==> src/rtl/lpc_frame_reader.sv <==
// lpc_frame_reader
//
// Reads one frame of signed samples from port 2 of the 8192x16 sample RAM,
// starting at a latched base address, and streams them out in order as an
// Avalon-ST packet (sop on the first sample, eop on the last). The RAM has
// one cycle of read latency. A 2-entry prefetch FIFO absorbs it, so
// backpressure on out_ready never drops or repeats a sample. With out_ready
// held high the block sustains one sample per clock.
//
// Optional build macro: LPC_READER_PREEMPH_EN
//    When defined, each RAM word passes through y = x - x_prev + (x_prev >>> 5)
//    before it is written into the FIFO. The result is saturated to the
//    DATA_W range, and x_prev is cleared on every accepted start.
//    When undefined, out_data is the raw RAM word.
//
// Ports
//    clk, reset_n        system clock, asynchronous active-low reset
//    start, abort        frame request (IDLE only) / cancel frame in progress
//    base_addr           first RAM word address, latched on an accepted start
//    frame_len           samples per frame (0..2^ADDR_W), latched on start
//    busy, done          RUN/DRAIN indicator / 1-cycle end-of-frame pulse
//    mem_*               RAM port-2 master (read only; write side tied off)
//    out_data/valid/ready/sop/eop   Avalon-ST source to the LPC stage
//
// State | meaning
// ------+------------------------------------------------------------------
// IDLE  | waiting for start; no reads issued
// RUN   | issuing reads until frame_len addresses have been requested
// DRAIN | all reads issued; waiting for the eop sample to be accepted
module lpc_frame_reader #(
   parameter int ADDR_W = 13,
   parameter int DATA_W = 16,
   parameter int LEN_W  = 14
) (
   input  logic              clk,
   input  logic              reset_n,
   input  logic              start,
   input  logic              abort,
   input  logic [ADDR_W-1:0] base_addr,
   input  logic [LEN_W-1:0]  frame_len,
   output logic              busy,
   output logic              done,
   output logic [ADDR_W-1:0] mem_address,
   output logic              mem_chipselect,
   output logic              mem_clken,
   output logic              mem_write,
   output logic [1:0]        mem_byteenable,
   output logic [DATA_W-1:0] mem_writedata,
   input  logic [DATA_W-1:0] mem_readdata,
   output logic [DATA_W-1:0] out_data,
   output logic              out_valid,
   input  logic              out_ready,
   output logic              out_sop,
   output logic              out_eop
);

   typedef enum logic [1:0] {
      IDLE  = 2'd0,
      RUN   = 2'd1,
      DRAIN = 2'd2
   } state_t;

   state_t            state;
   logic [LEN_W-1:0]  len_q;
   logic [LEN_W-1:0]  issued;
   logic              inflight;
   logic              infl_sop;
   logic              infl_eop;
   logic [DATA_W-1:0] fifo_data [2];
   logic [1:0]        fifo_sop;
   logic [1:0]        fifo_eop;
   logic              rd_ptr;
   logic              wr_ptr;
   logic [1:0]        count;
   logic              pop;
   logic              issue;
   logic [1:0]        committed;
   logic [DATA_W-1:0] wr_data;

   assign mem_clken      = 1'b1;
   assign mem_write      = 1'b0;
   assign mem_byteenable = 2'b11;
   assign mem_writedata  = '0;

   assign busy      = (state != IDLE);
   assign out_valid = (count != 2'd0);
   assign out_data  = fifo_data[rd_ptr];
   assign out_sop   = out_valid & fifo_sop[rd_ptr];
   assign out_eop   = out_valid & fifo_eop[rd_ptr];
   assign pop       = out_valid & out_ready;

   // FIFO slots already spoken for after this cycle's pop. Counting the pop
   // here lets a new read issue in the same cycle a slot frees up. That is
   // what keeps the stream gap-free with only two entries.
   assign committed = count - {1'b0, pop} + {1'b0, inflight};
   assign issue     = (state == RUN) & ~abort & (committed < 2'd2);
   assign mem_chipselect = issue;

`ifdef LPC_READER_PREEMPH_EN
   localparam int PW = DATA_W + 2;

   logic [DATA_W-1:0] x_prev;
   logic signed [PW-1:0] x_ext;
   logic signed [PW-1:0] p_ext;
   logic signed [PW-1:0] pe_sum;

   always_comb begin
      x_ext  = {{2{mem_readdata[DATA_W-1]}}, mem_readdata};
      p_ext  = {{2{x_prev[DATA_W-1]}}, x_prev};
      pe_sum = x_ext - p_ext + (p_ext >>> 5);
      // In range when the bits above the DATA_W sign bit all match it.
      if (pe_sum[PW-1:DATA_W-1] == {3{pe_sum[PW-1]}})
         wr_data = pe_sum[DATA_W-1:0];
      else if (pe_sum[PW-1])
         wr_data = {1'b1, {(DATA_W-1){1'b0}}};
      else
         wr_data = {1'b0, {(DATA_W-1){1'b1}}};
   end
`else
   assign wr_data = mem_readdata;
`endif

   always_ff @(posedge clk or negedge reset_n) begin
      if (!reset_n) begin
         state        <= IDLE;
         done         <= 1'b0;
         mem_address  <= '0;
         len_q        <= '0;
         issued       <= '0;
         inflight     <= 1'b0;
         infl_sop     <= 1'b0;
         infl_eop     <= 1'b0;
         fifo_data[0] <= '0;
         fifo_data[1] <= '0;
         fifo_sop     <= '0;
         fifo_eop     <= '0;
         rd_ptr       <= 1'b0;
         wr_ptr       <= 1'b0;
         count        <= '0;
`ifdef LPC_READER_PREEMPH_EN
         x_prev       <= '0;
`endif
      end else begin
         done <= 1'b0;
         if (abort) begin
            // Drop everything, including a read whose data arrives this cycle.
            state    <= IDLE;
            inflight <= 1'b0;
            rd_ptr   <= 1'b0;
            wr_ptr   <= 1'b0;
            count    <= '0;
         end else begin
            inflight <= issue;
            infl_sop <= (issued == '0);
            infl_eop <= (issued == len_q - LEN_W'(1));

            if (inflight) begin
               fifo_data[wr_ptr] <= wr_data;
               fifo_sop[wr_ptr]  <= infl_sop;
               fifo_eop[wr_ptr]  <= infl_eop;
               wr_ptr            <= ~wr_ptr;
`ifdef LPC_READER_PREEMPH_EN
               x_prev            <= mem_readdata;
`endif
            end
            if (pop)
               rd_ptr <= ~rd_ptr;
            count <= count + {1'b0, inflight} - {1'b0, pop};

            if (issue) begin
               mem_address <= mem_address + ADDR_W'(1);
               issued      <= issued + LEN_W'(1);
            end

            case (state)
               IDLE: begin
                  if (start) begin
`ifdef LPC_READER_PREEMPH_EN
                     x_prev <= '0;
`endif
                     if (frame_len != '0) begin
                        state       <= RUN;
                        len_q       <= frame_len;
                        mem_address <= base_addr;
                        issued      <= '0;
                     end else begin
                        done <= 1'b1;
                     end
                  end
               end
               RUN: begin
                  if (issue && ((issued + LEN_W'(1)) == len_q))
                     state <= DRAIN;
               end
               DRAIN: begin
                  if (pop && out_eop) begin
                     state <= IDLE;
                     done  <= 1'b1;
                  end
               end
               default: state <= IDLE;
            endcase
         end
      end
   end

endmodule

==> config.mk <==
export PLATFORM = sky130hd
export DESIGN_NAME = lpc_frame_reader
export DESIGN_NICKNAME = d
export VERILOG_FILES = /design/src/rtl/lpc_frame_reader.sv
export SDC_FILE = /design/constraint.sdc
export NUM_CORES = 1
export LEC_CHECK = 0
export BUFFER_PORTS_ARGS = -buffer_cell sky130_fd_sc_hd__buf_4
export CAP_MARGIN = 20
export CORE_ASPECT_RATIO = 0.8
export CORE_MARGIN = 1
export CORE_UTILIZATION = 50
export CTS_CLUSTER_DIAMETER = 80
export DETAILED_ROUTE_END_ITERATION = 16
export GPL_TIMING_DRIVEN = 0
export PLACE_DENSITY = 0.74
export SLEW_MARGIN = 10
export SYNTH_ARGS = -nofsm -noshare
export SYNTH_HDL_FRONTEND = slang
export SYNTH_SLANG_ARGS = --single-unit
==> constraint.sdc <==
create_clock -name clk -period 3.75 [get_ports clk]
set_input_delay 0.5625 -clock clk [delete_from_list [all_inputs] [get_ports clk]]
set_output_delay 0.5625 -clock clk [all_outputs]
set_load 0.01 [all_outputs]
-- Word-level counts from Yosys, hierarchy flattened
Index checks and enable logic that the tools add are counted.
- $mul: 0
- shift operators: 0
- equality and inequality tests: 8
- $add $sub $neg: 7
- bitwise logic cells: 10
- magnitude comparators: 7
- reductions and logical operators: 14
- div/mod/pow operators: 0
- muxes and demuxes: 39
- operator list (operator ; number):
    $mux 16 ; 4
    $mux 14 ; 4
    $mux 13 ; 4
    $bwmux 32 ; 1
    $eq 14x14->1 ; 2
    $demux 16 s1 ; 1
    $add 14x1->14 const B ; 1
    $logic_not 14->1 ; 1
    $mux 1 ; 14
    $reduce_bool 14->1 ; 1
    $sub 14x1->14 const B ; 1
    $add 13x1->13 const B ; 1
    $mux 2 ; 6
    $ne 3x3->1 const B ; 3
    $reduce_and 4->1 ; 2
    $reduce_bool 2->1 ; 4
    $pmux 2 s3 ; 1
    $and 1x1->1 ; 5
    $add 2x1->2 ; 2
    $bwmux 2 ; 2
    $ge 2x2->1 const B ; 2
    $logic_and 1x1->1 ; 4
    $lt 1x2->1 const B ; 2
    $not 1->2 ; 2
    other kinds (12) ; 15
- bits in latches: 0
- RAM bits: 0
- ROM bits: 0
- memories kept: 0
- output and inout bits: 55
- input port bits: 48
- register bits after elaboration: 87

-- Logic depth before layout (Yosys ltp)
Gate-level depths: netlist (run 1).
- word-level depth: 10
- depth in mapped cells: 14
- mapped depth without buffers: 14

-- Worst setup path after synthesis (run 1)
No wires, ideal clock.
- kind: register -> register
- from: register count[1]
- to: register state[0]
- setup slack: 0.921 ns
- required time: 3.626 ns
- setup time: 0.124 ns
- path buffers: 1
- cell stages (with the launch flop): 15
- data arrival time: 2.706 ns
- clock period less this slack: 2.829 ns
- cell sequence: dfrtp_1 -> nor2_1 -> inv_1 -> nand2_1 -> inv_1 -> ha_1 -> inv_1 -> ha_1 -> xnor3_1 -> nand2_1 -> inv_1 -> clkbuf_1 -> nand4_1 -> a311o_1 -> o31a_1
- word-level cells in the longest chain between the ends: 9
- elaborated cells between the ends (all ways): 12
- those cells by class: add/sub: 2; order compare: 1; eq/ne: 2; bitwise: 3; reduce/logical: 4
- ends and longest elaborated chain (what ; RTL line ; RTL):
    start, declared ; 74 ; logic [1:0] count;
    start signal, assigned ; 168 ; count <= count + {1'b0, inflight} - {1'b0, pop};
    $reduce_bool 2->1 ; 86 ; assign out_valid = (count != 2'd0);
    net out_valid ; 51 ; output logic out_valid,
    $and 1x1->1 ; 90 ; assign pop = out_valid & out_ready;
    $sub 2x1->2 ; 95 ; assign committed = count - {1'b0, pop} + {1'b0, inflight};
    $add 2x1->2 ; 95 ;
    $lt 2x2->1 ; 96 ; assign issue = (state == RUN) & ~abort & (committed < 2'd2);
    $and 1x1->1 ; 96 ;
    net mem_chipselect ; 44 ; output logic mem_chipselect,
    $logic_and 1x1->1 ; 192 ; if (issue && ((issued + LEN_W'(1)) == len_q))
    $ne 3x2->1 (no line) ; - ;
    $reduce_and 4->1 (no line) ; - ;
    end signal, assigned ; 193 ; state <= DRAIN;
    end signal, assigned ; 197 ; state <= IDLE;
    end signal, assigned ; 201 ; default: state <= IDLE;
    end, declared ; 63 ; state_t state;
The timed path passes the listed nets, and every way through them passes these cells.
A chain may end at the register's enable or synchronous reset.

-- Worst setup path after layout (run 1)
- from: register count[1]
- to: output mem_chipselect
- word-level cells in the longest chain between the ends: 6
- ends and longest elaborated chain (what ; RTL line):
    $reduce_bool 2->1 ; 86
    $and 1x1->1 ; 90
    $sub 2x1->2 (*) ; 95
    $add 2x1->2 (*) ; 95
    $lt 2x2->1 (*) ; 96
    $and 1x1->1 (*) ; 96
    end, declared ; 44
Mark *: on every way between the ends. The rest lies on a longest branch, timed or not.

==> metrics.md, run 1 <==
| Metric | Value |
|---|---|
| Nets@finish | `between 600 and 700` |
| Placed Cells | `around 730` |
| VDD IR max | `around 340 µV` |
| Num Clock Sinks | `87` |
| Final hold viol count | `0` |
| Main flop type after synthesis | `dfrtp_1` |
| H-Tree Depth | `3` |
| Yosys cell types | `53` |
| Routed Antenna Nets | `0` |
| RSZ-0062 raised after global routing | `no` |
| Mean Syn Cell Area | `10.1 µm²` |
| Final setup violation count | `0` |
| 1st-pass router iterations | `5` |
| Final critical-path share of the clock period | `around nine tenths` |
| TritonCTS clock tree | `built` |
| Die area | `around 10000 µm²` |
| GRT Total Usage | `between 20% and 30%` |
| Clock root cell | `clkbuf_16` |
| Via density | `about 5.4` |
| Skew final | `0.00517 ns` |
| Delay-heaviest family, CP | `buffers and inverters` |
| R2R Setup Slk | `between 0.6 and 0.7 ns` |
| Critical Path Sink Type | `output pin` |
| Critical path class | `reg2out` |
| WP depth | `11` |
| Non-Filler Instances | `roughly 750` |
| Cells after synthesis | `497` |
| Crit path max fanout | `11` |
| Reg area | `between 2000 and 2500 µm²` |
| Met1 WL | `approximately 5400 µm` |
| Vias | `4056` |
| Sequential share of the synthesized area | `between 40% and 50%` |
| TritonCTS Buffers | `9` |
| Share of layout cells above drive strength 1 | `between 30% and 40%` |
| R2R Path End | `state[0]` |
| RePlAce Congestion | `roughly 0.9` |
| CP Launch Type | `flop` |
| CTS resizes | `0` |
| P per Cell Area | `582 nW/µm²` |
| Crit-path max cell delay | `about 0.4 ns` |
| Fillers | `approximately 820` |
| Outcome | `completed` |
| Routed length per instance | `15.4 µm` |
| Total grt overflow | `0` |
| Rows | `32` |
| PortBufs | `about 80` |
| Met3 wire len | `742 µm` |
| EDFF count, synth | `0` |
| DRC | `0` |
| First-pass GRT wire length | `~19000 µm` |
| Mapped Area | `~5000 µm²` |
| Final setup TNS | `0 ns` |
| Vias in the first global route | `~4000` |
| R2R Path Start | `count[1]` |
| Critical path's slowest cell | `inv_1` |
| Antenna violations before repair | `0` |
| Maximum buffer depth of the clock tree | `2` |
| First-iteration detailed-routing DRC count | `220` |
| Post-CTS Setup Bufs | `0` |
| HP Class | `in2async` |
| Seq cells post-synth | `between 80 and 90` |
| Total core area | `around 9700 µm²` |
| Footprint of the multi-input gates | `~2600 µm²` |
| Initial core utilization | `between 50 and 60%` |
| Largest net degree at the start of global routing | `between 80 and 90` |
| Chip width | `between 100 and 150 µm` |
| Async SR Flop Fraction | `between 90% and 100%` |
| Max Used Layer | `met4` |
| Number of max-cap violations | `0` |
| Clk Latency, worst-skew pair | `around 0.34 ns` |
| Most frequent CP cell | `inv_1` |
| Total I/O pin count | `103` |
| Met2 routed WL | `about 5300 µm` |
| Slew headroom | `about 57%` |
| Fin crit period | `between 3 and 4 ns` |
| Area growth, synth to finish | `23.8%` |
| Drt total wl | `between 10000 and 15000 µm` |
| Hold-fix buffers, CTS | `0` |
| Worst endpoint data arrival time | `2.77 ns` |
| Post-detail-place hpwl | `roughly 8200 µm` |
| R2R depth | `13` |
| Critical path buffers and inverters | `5` |
| Slew Viols, Final | `0` |
| Least-Margin Pin Slew | `0.643 ns` |
| Worst Path Required | `3.19 ns` |
| Die Span Y | `~90 µm` |
| Max Freq | `approximately 300 MHz` |
| Yosys warning count | `0` |
| Leak | `between 0.002 and 0.003 µW` |
| Critical Path, Cell by Cell | `nor2_1, inv_1, nand2_1, inv_1, ha_1, inv_1, ha_1, xnor3_1, nand2_1, inv_1, buf_4` |
| Antenna diodes | `0` |
| Clk slew on worst S/H paths | `0.07 ns` |
==> worst reg2reg max path: cells and delay by family (launching register included) <==
| kind | cells | cell delay, ns |
|---|---|---|
| adder cells (fa/ha/maj) | 2 | 0.43 |
| flip-flops | 1 | 0.39 |
| AO/OA/AOI/OAI | 2 | 0.62 |
| buffers and inverters | 4 | 0.60 |
| AND/OR/NAND/NOR | 4 | 0.70 |
| XOR/XNOR | 1 | 0.28 |
==> kinds of logic (layout without fill, tap and decap cells) <==
group | count (synthesis) | after routing | synth area share, %
compound gates | 75 | 75 | 9.99
xor+xnor | 42 | 42 | 7.62
fa+ha+maj | 6 | 6 | 1.50
buf+inv | 65 | 163 | 6.97
flops | 87 | 87 | 43.4
mux | 66 | 66 | 14.8
other cells | 2 | 20 | 0.150
simple gates | 154 | 154 | 15.5
==> registers in the layout (all words and copies together), names as in the netlist <==
name and flops:
fifo_eop 2, fifo_sop 2, mem_address 13, inflight 1, rd_ptr 1, infl_sop 1, issued 14, state 2
wr_ptr 1, fifo_data 32, infl_eop 1, done 1, len_q 14, count 2
==> stage by stage <==
stage	cell area (µm²)	hold WS [ns]	total power (µW)	setup WS (ns)	utilization [%]
after CTS	6180	0.427	3630	0.216	63.8
after floorplan	5080	0.267	2180	0.921	-
after detailed placement	5860	0.488	2680	0.416	60.5
after global routing	6200	0.151	3820	0.225	64.0
final	6200	0.136	3610	0.417	64.0
after global placement	5860	0.478	2630	0.422	60.5
==> synth_stat cells, drive strengths merged (2+ instances only) <==
| cell | number | area (µm²) |
|---|---|---|
| nor2b | 4 | 25.0 |
| or3 | 5 | 31.3 |
| and3 | 4 | 25.0 |
| buf | 25 | 176 |
| and2 | 3 | 18.8 |
| dfrtp | 87 | 2180 |
| nand2 | 29 | 109 |
| clkbuf | 23 | 109 |
| nor3b | 5 | 37.5 |
| inv | 17 | 63.8 |
| o31ai | 2 | 20.0 |
| nor3 | 8 | 40.0 |
| or4 | 4 | 37.5 |
| a221oi | 2 | 17.5 |
| a21oi | 26 | 134 |
| nand2b | 3 | 18.8 |
| o22a | 16 | 140 |
| xor2 | 8 | 70.1 |
| conb | 2 | 7.51 |
| nand3b | 2 | 15.0 |
| xnor2 | 33 | 289 |
| mux2i | 3 | 30.0 |
| nor4 | 10 | 68.8 |
| o21ai | 13 | 68.8 |
| mux2 | 63 | 713 |
| o211ai | 2 | 15.0 |
| a31oi | 7 | 43.8 |
| ha | 6 | 75.1 |
| or2 | 2 | 12.5 |
| nor2 | 48 | 180 |
| nand4 | 8 | 50.1 |
| nand3 | 16 | 80.1 |
==> power by group <==
part | switching (µW) | total, µW | internal [µW]
combinational | 590 | 1300 | 709
clock | 391 | 936 | 545
sequential | 185 | 1370 | 1190
total | 1170 | 3610 | 2440
==> layout make-up <==
class	count	share of cell area (%)
multi-input combinational	363	41.1
sequential	87	35.1
timing repair buffer	83	10.4
buffer	47	4.54
clock buffer	10	3.85
tap	136	2.74
clock inverter	6	1.23
inverter	17	1.03
==> cells in the final DEF (no fill, tap or decap), types with 4 or more instances in the layout <==
cell	count
a31oi_1	7
mux2_2	62
and3_1	4
nand3_1	16
nor4_1	9
a21oi_1	25
dfrtp_1	87
xor2_1	8
o22a_1	16
inv_1	17
nand2_1	29
buf_4	102
o21ai_0	12
xnor2_1	33
conb_1	20
or3_1	5
ha_1	6
nor2b_1	4
clkbuf_16	9
nand4_1	8
nor2_1	48
nor3_1	8
buf_1	4
clkbuf_1	18
nor3b_1	5
==> layer usage <==
metal / track usage [%] / vias up
met5: 0 / -
met4: 6.60 / 0
met3: 4.81 / 11
met2: 36.5 / 146
met1: 33.4 / 1968
li1: - / 1931
==> worst max-delay path by stage <==
stage / end / start / slack (ns)
after floorplan: state[0] / count[1] / 0.92
after global placement: state[0] / count[1] / 0.42
after detailed placement: state[0] / count[1] / 0.42
after CTS: mem_chipselect / count[1] / 0.22
after global routing: mem_chipselect / count[1] / 0.22
final: mem_chipselect / count[1] / 0.42
No activity file was read; power rests on OpenSTA's default activity.
==> inputs of run 2 (changes only) <==
- PLACE_DENSITY: 0.74 -> unset
- PLACE_DENSITY_LB_ADDON: unset -> 0.05
==> run 2 against run 1 <==
Sequential power about the same. Combinational power about the same. Highest routed layer unchanged. Utilization up 0.26 points. Worst hold slack lost 0.020 ns.
==> metrics.md, run 2 (synthesized netlist as in run 1, its figures left out) <==
| Metric | Value |
|---|---|
| Outcome | `completed` |
| Final setup TNS | `0 ns` |
| Clk Latency, worst-skew pair | `~0.34 ns` |
| Total grt overflow | `0` |
| Vias | `3974` |
| RePlAce Congestion | `around 0.87` |
| Antenna diodes | `0` |
| GRT Total Usage | `a little under a quarter` |
| Most frequent cells in the layout | `buf_4 (102), dfrtp_1 (87), mux2_2 (62), nor2_1 (48), xnor2_1 (33)` |
| Routed length per instance | `between 15 and 20 µm` |
| DRC | `0` |
| Post-CTS Setup Bufs | `0` |
| Final critical-path share of the clock period | `87.9%` |
| Clk slew on worst S/H paths | `around 0.07 ns` |
| R2R Setup Slk | `roughly 0.62 ns` |
| Critical Path Sink Type | `output pin` |
| Worst Path Required | `3.19 ns` |
| Design area | `just over 6000 µm²` |
| Commonest non-fill, non-tap cell in the layout | `buf_4` |
| VDD IR max | `between 300 and 400 µV` |
| Drt total wl | `~11000 µm` |
| Max FFs per register | `32` |
| Max Freq | `303 MHz` |
| Share of layout cells above drive strength 1 | `about a third` |
| Critical path class | `reg2out` |
| Via density | `about 5.3` |
| First-pass GRT wire length | `between 15000 and 20000 µm` |
| Dpl cell area | `between 5000 and 6000 µm²` |
| Clock root cell | `clkbuf_16` |
| Total core area | `around 9700 µm²` |
| Number of max-cap violations | `0` |
| Largest net degree at the start of global routing | `88` |
| Rows | `32` |
| HP Class | `in2async` |
| Final hold viol count | `0` |
| Die area | `around 10000 µm²` |
| Total I/O pin count | `between 100 and 150` |
| Crit path max fanout | `11` |
| Most flops, register | `fifo_data` |
| Pwr Total | `between 3000 and 4000 µW` |
| Final setup violation count | `0` |
| Fin crit period | `between 3 and 4 ns` |
| Leak | `approximately 0.0028 µW` |
| RSZ-0062 raised after global routing | `no` |
| Num Clock Sinks | `87` |
| Initial core utilization | `about half` |
| TritonCTS clock tree | `built` |
| Area growth, synth to finish | `24.3%` |
| Slew Viols, Final | `0` |
| First-iteration detailed-routing DRC count | `approximately 210` |
| 1st-pass router iterations | `4` |
| PortBufs | `just over 80` |
| Least-Margin Pin Slew | `about 0.64 ns` |
| H-Tree Depth | `3` |
| Maximum buffer depth of the clock tree | `2` |
| Chip width | `114 µm` |
| P per Cell Area | `between 500 and 600 nW/µm²` |
| CP Launch Type | `flop` |
| CTS resizes | `0` |
| Slew headroom | `around 57%` |
| Biggest regs | `fifo_data x32, issued x14, len_q x14` |
| Post-detail-place hpwl | `around 8100 µm` |
| Min Hold Slack | `0.116 ns` |
| Worst endpoint data arrival time | `2.73 ns` |
| Hold-fix buffers, CTS | `0` |
| TritonCTS Buffers | `9` |
| Vias in the first global route | `~3800` |
| Nets@finish | `roughly 660` |
| Antenna violations before repair | `0` |
| Skew final | `0.00696 ns` |
| Routed Antenna Nets | `0` |
| Die Span Y | `91.5 µm` |
run 2: changes by cell type in the layout (fill, tap and decap cells not counted):
cell / previous run / this run
bufinv_16: 1 / 2
clkbuf_8: 3 / 4
clkinv_4: 3 / 1
clkinvlp_4: 0 / 1
inv_6: 1 / 0
run 2: where the power goes:
group / switching, µW / internal [µW]
logic: 578 / 708
clock network: 382 / 626
registers: 183 / 1190
run 2: path summary, 6_finish.rpt:
path | cells after the start | startpoint | endpoint
max | 11 | count[1] | mem_chipselect
min | 1 | reset_n | fifo_data[17]
max reg2reg | 13 | count[1] | state[0]
min reg2reg | 1 | fifo_data[7] | fifo_data[7]
max in group asynchronous | 2 | reset_n | len_q[4]
min in group clk | 3 | frame_len[8] | len_q[8]
run 2: area by class of cell:
cell class,instances,area [µm²]
fillers,803,3460
inverters,17,63.8
flip-flops and latches,87,2180
repair buffers,83,643
plain buffers,47,282
clock buffers,11,253
multi-input cells,363,2550
well taps,136,170
clock inverters,5,87.6
run 2: critical path, stage by stage (launching register included):
cell and delay (ns):
dfrtp_1 0.40, nor2_1 0.22, inv_1 0.09, nand2_1 0.12, inv_1 0.06, ha_1 0.26, inv_1 0.04, ha_1 0.17
xnor3_1 0.28, nand2_1 0.15, inv_1 0.39, buf_4 0.21
run 2: stage by stage:
| step | utilization (%) | worst slack (ns) | instances |
|---|---|---|---|
| 6_report | 64.3 | 0.454 | 749 |
| 5_1_grt | 64.3 | 0.176 | 749 |
| 4_1_cts | 64.0 | 0.173 | 749 |
| 3_5_place_dp | 60.5 | 0.369 | 733 |
| 3_3_place_gp | 60.5 | 0.484 | 733 |
| 2_1_floorplan | - | 0.921 | 515 |
run 2: routing by layer:
metal  up-vias  global-route usage (%)  wire length, µm
met2       118                    36.8             5250
met4         0                    4.55               61
met5         -                       0                0
met3         6                    4.74              574
met1      1918                    32.2             5530
li1       1932                       -                -
==> inputs of run 3 (changes only) <==
- CORE_UTILIZATION: 50 -> 55
==> run 3 against run 2 <==
Combinational power about the same. Worst hold slack better by 0.14 ns. Critical path depth up 1. Cell count down 3.2%. Sequential cell count unchanged. Register-to-register slack worse by 0.23 ns. Non-clock buffer count unchanged. Critical endpoint unchanged. Largest power group unchanged.
==> metrics.md, run 3 (synthesized netlist as in run 1, its figures left out) <==
| Metric | Value |
|---|---|
| Outcome | `completed` |
| Most flops, register | `fifo_data` |
| Critical Path Sink Type | `output pin` |
| PortBufs | `between 80 and 90` |
| 1st-pass router iterations | `4` |
| Worst Path Required | `about 3.2 ns` |
| Total core area | `roughly 8700 µm²` |
| Share of layout cells above drive strength 1 | `between 30% and 40%` |
| GRT Total Usage | `between 20% and 30%` |
| Vias | `around 4000` |
| Most frequent cells in the layout | `buf_4 (101), dfrtp_1 (87), mux2_2 (62), nor2_1 (48), xnor2_1 (33)` |
| Die Span Y | `slightly below 90 µm` |
| Largest net degree at the start of global routing | `88` |
| TritonCTS clock tree | `built` |
| Hold-fix buffers, CTS | `0` |
| R2R depth | `14` |
| Post-CTS Setup Bufs | `0` |
| Chip width | `about 110 µm` |
| H-Tree Depth | `3` |
| HP Class | `in2async` |
| Antenna diodes | `0` |
| Least-Margin Pin Slew | `approximately 0.8 ns` |
| VDD IR max | `~440 µV` |
| Setup WS pre-CTS | `roughly 0.46 ns` |
| Max Freq | `approximately 290 MHz` |
| First-pass GRT wire length | `~19000 µm` |
| Final worst setup slack | `0.272 ns` |
| Max FFs per register | `32` |
| Routed length per instance | `~16 µm` |
| RSZ-0062 raised after global routing | `no` |
| Clock root cell | `clkbuf_16` |
| Area growth, synth to finish | `22.9%` |
| Skew final | `0.00523 ns` |
| Nets@finish | `~660` |
| Die area | `roughly 9500 µm²` |
| Final hold viol count | `0` |
| Fin crit period | `~3.5 ns` |
| Commonest non-fill, non-tap cell in the layout | `buf_4` |
| Vias in the first global route | `approximately 3800` |
| Biggest regs | `fifo_data x32, issued x14, len_q x14` |
| Initial core utilization | `57.8%` |
| Slew Viols, Final | `0` |
| Crit path max fanout | `10` |
| Via density | `around 5.6` |
| First-iteration detailed-routing DRC count | `roughly 230` |
| CP Launch Type | `flop` |
| Critical path class | `reg2out` |
| Leak | `around 0.0028 µW` |
| Maximum buffer depth of the clock tree | `2` |
| Routed Antenna Nets | `0` |
| Total grt overflow | `0` |
| Antenna violations before repair | `0` |
| Slew headroom | `between 40% and 50%` |
| TritonCTS Buffers | `9` |
| Total I/O pin count | `103` |
| Clk slew on worst S/H paths | `~0.07 ns` |
| Worst endpoint data arrival time | `between 2 and 3 ns` |
| Final critical-path share of the clock period | `approximately 93%` |
| Clk Latency, worst-skew pair | `between 0.3 and 0.4 ns` |
| DRC | `0` |
| Post-detail-place hpwl | `between 8000 and 9000 µm` |
| Final setup TNS | `0 ns` |
| RePlAce Congestion | `~0.85` |
| Drt total wl | `around 12000 µm` |
| Final setup violation count | `0` |
| P per Cell Area | `between 500 and 600 nW/µm²` |
| Rows | `30` |
| CTS resizes | `0` |
| Number of max-cap violations | `0` |
| Num Clock Sinks | `87` |
-- run 3: cell types whose count changed in the layout (fill, tap and decap cells not counted), sizes merged --
cell / delta
clkinv: +1
buf: -1
clkinvlp: -1
inv: +1
-- run 3: power by group --
part	switching (µW)	internal [µW]
clock network	382	589
registers	188	1190
logic	586	707
total	1160	2490
-- run 3: path summary, 6_finish.rpt --
check | start | endpoint | slack (ns)
setup / recovery | count[1] | mem_chipselect | 0.27
hold / removal | reset_n | len_q[1] | 0.26
setup reg to reg | count[1] | state[0] | 0.39
hold reg to reg | state[0] | done | 0.49
max in group asynchronous | reset_n | len_q[6] | 2.91
min in group clk | frame_len[1] | len_q[1] | 0.43
-- run 3: cell type report --
| cell class | instances | area (µm²) |
|---|---|---|
| plain buffers | 48 | 285 |
| clock buffers | 10 | 229 |
| clock inverters | 6 | 91.3 |
| fillers | 693 | 2510 |
| inverters | 17 | 63.8 |
| multi-input cells | 363 | 2550 |
| flip-flops and latches | 87 | 2180 |
| well taps | 112 | 140 |
| repair buffers | 82 | 619 |
-- run 3: through the flow --
stage / total power (µW) / cell area (µm²) / hold WS (ns) / instances / util [%]
floorplan: 2180 / 5080 / 0.267 / 515 / -
global placement: 2630 / 5830 / 0.480 / 709 / 67.3
detailed placement: 2680 / 5830 / 0.486 / 709 / 67.3
CTS: 3660 / 6150 / 0.428 / 725 / 71.0
global route: 3840 / 6160 / 0.354 / 725 / 71.0
finish: 3640 / 6160 / 0.260 / 725 / 71.0
-- run 3: worst max-delay path, stage by stage (launching register included) --
cell      delay (ns)
dfrtp_1         0.40
nor2_1          0.19
inv_1           0.09
nand2_1         0.14
inv_1           0.06
ha_1            0.26
inv_1           0.04
ha_1            0.18
xnor3_1         0.28
nand2_1         0.15
inv_1           0.11
clkbuf_1        0.45
buf_4           0.22
-- run 3: metal layers --
metal  wire, µm  GRT usage (%)  part of all wire [%]
met4        106           7.37                  0.90
met5          0              0                     0
met1       5480           37.2                    46
met3        834           6.13                   7.1
met2       5390           40.6                    46
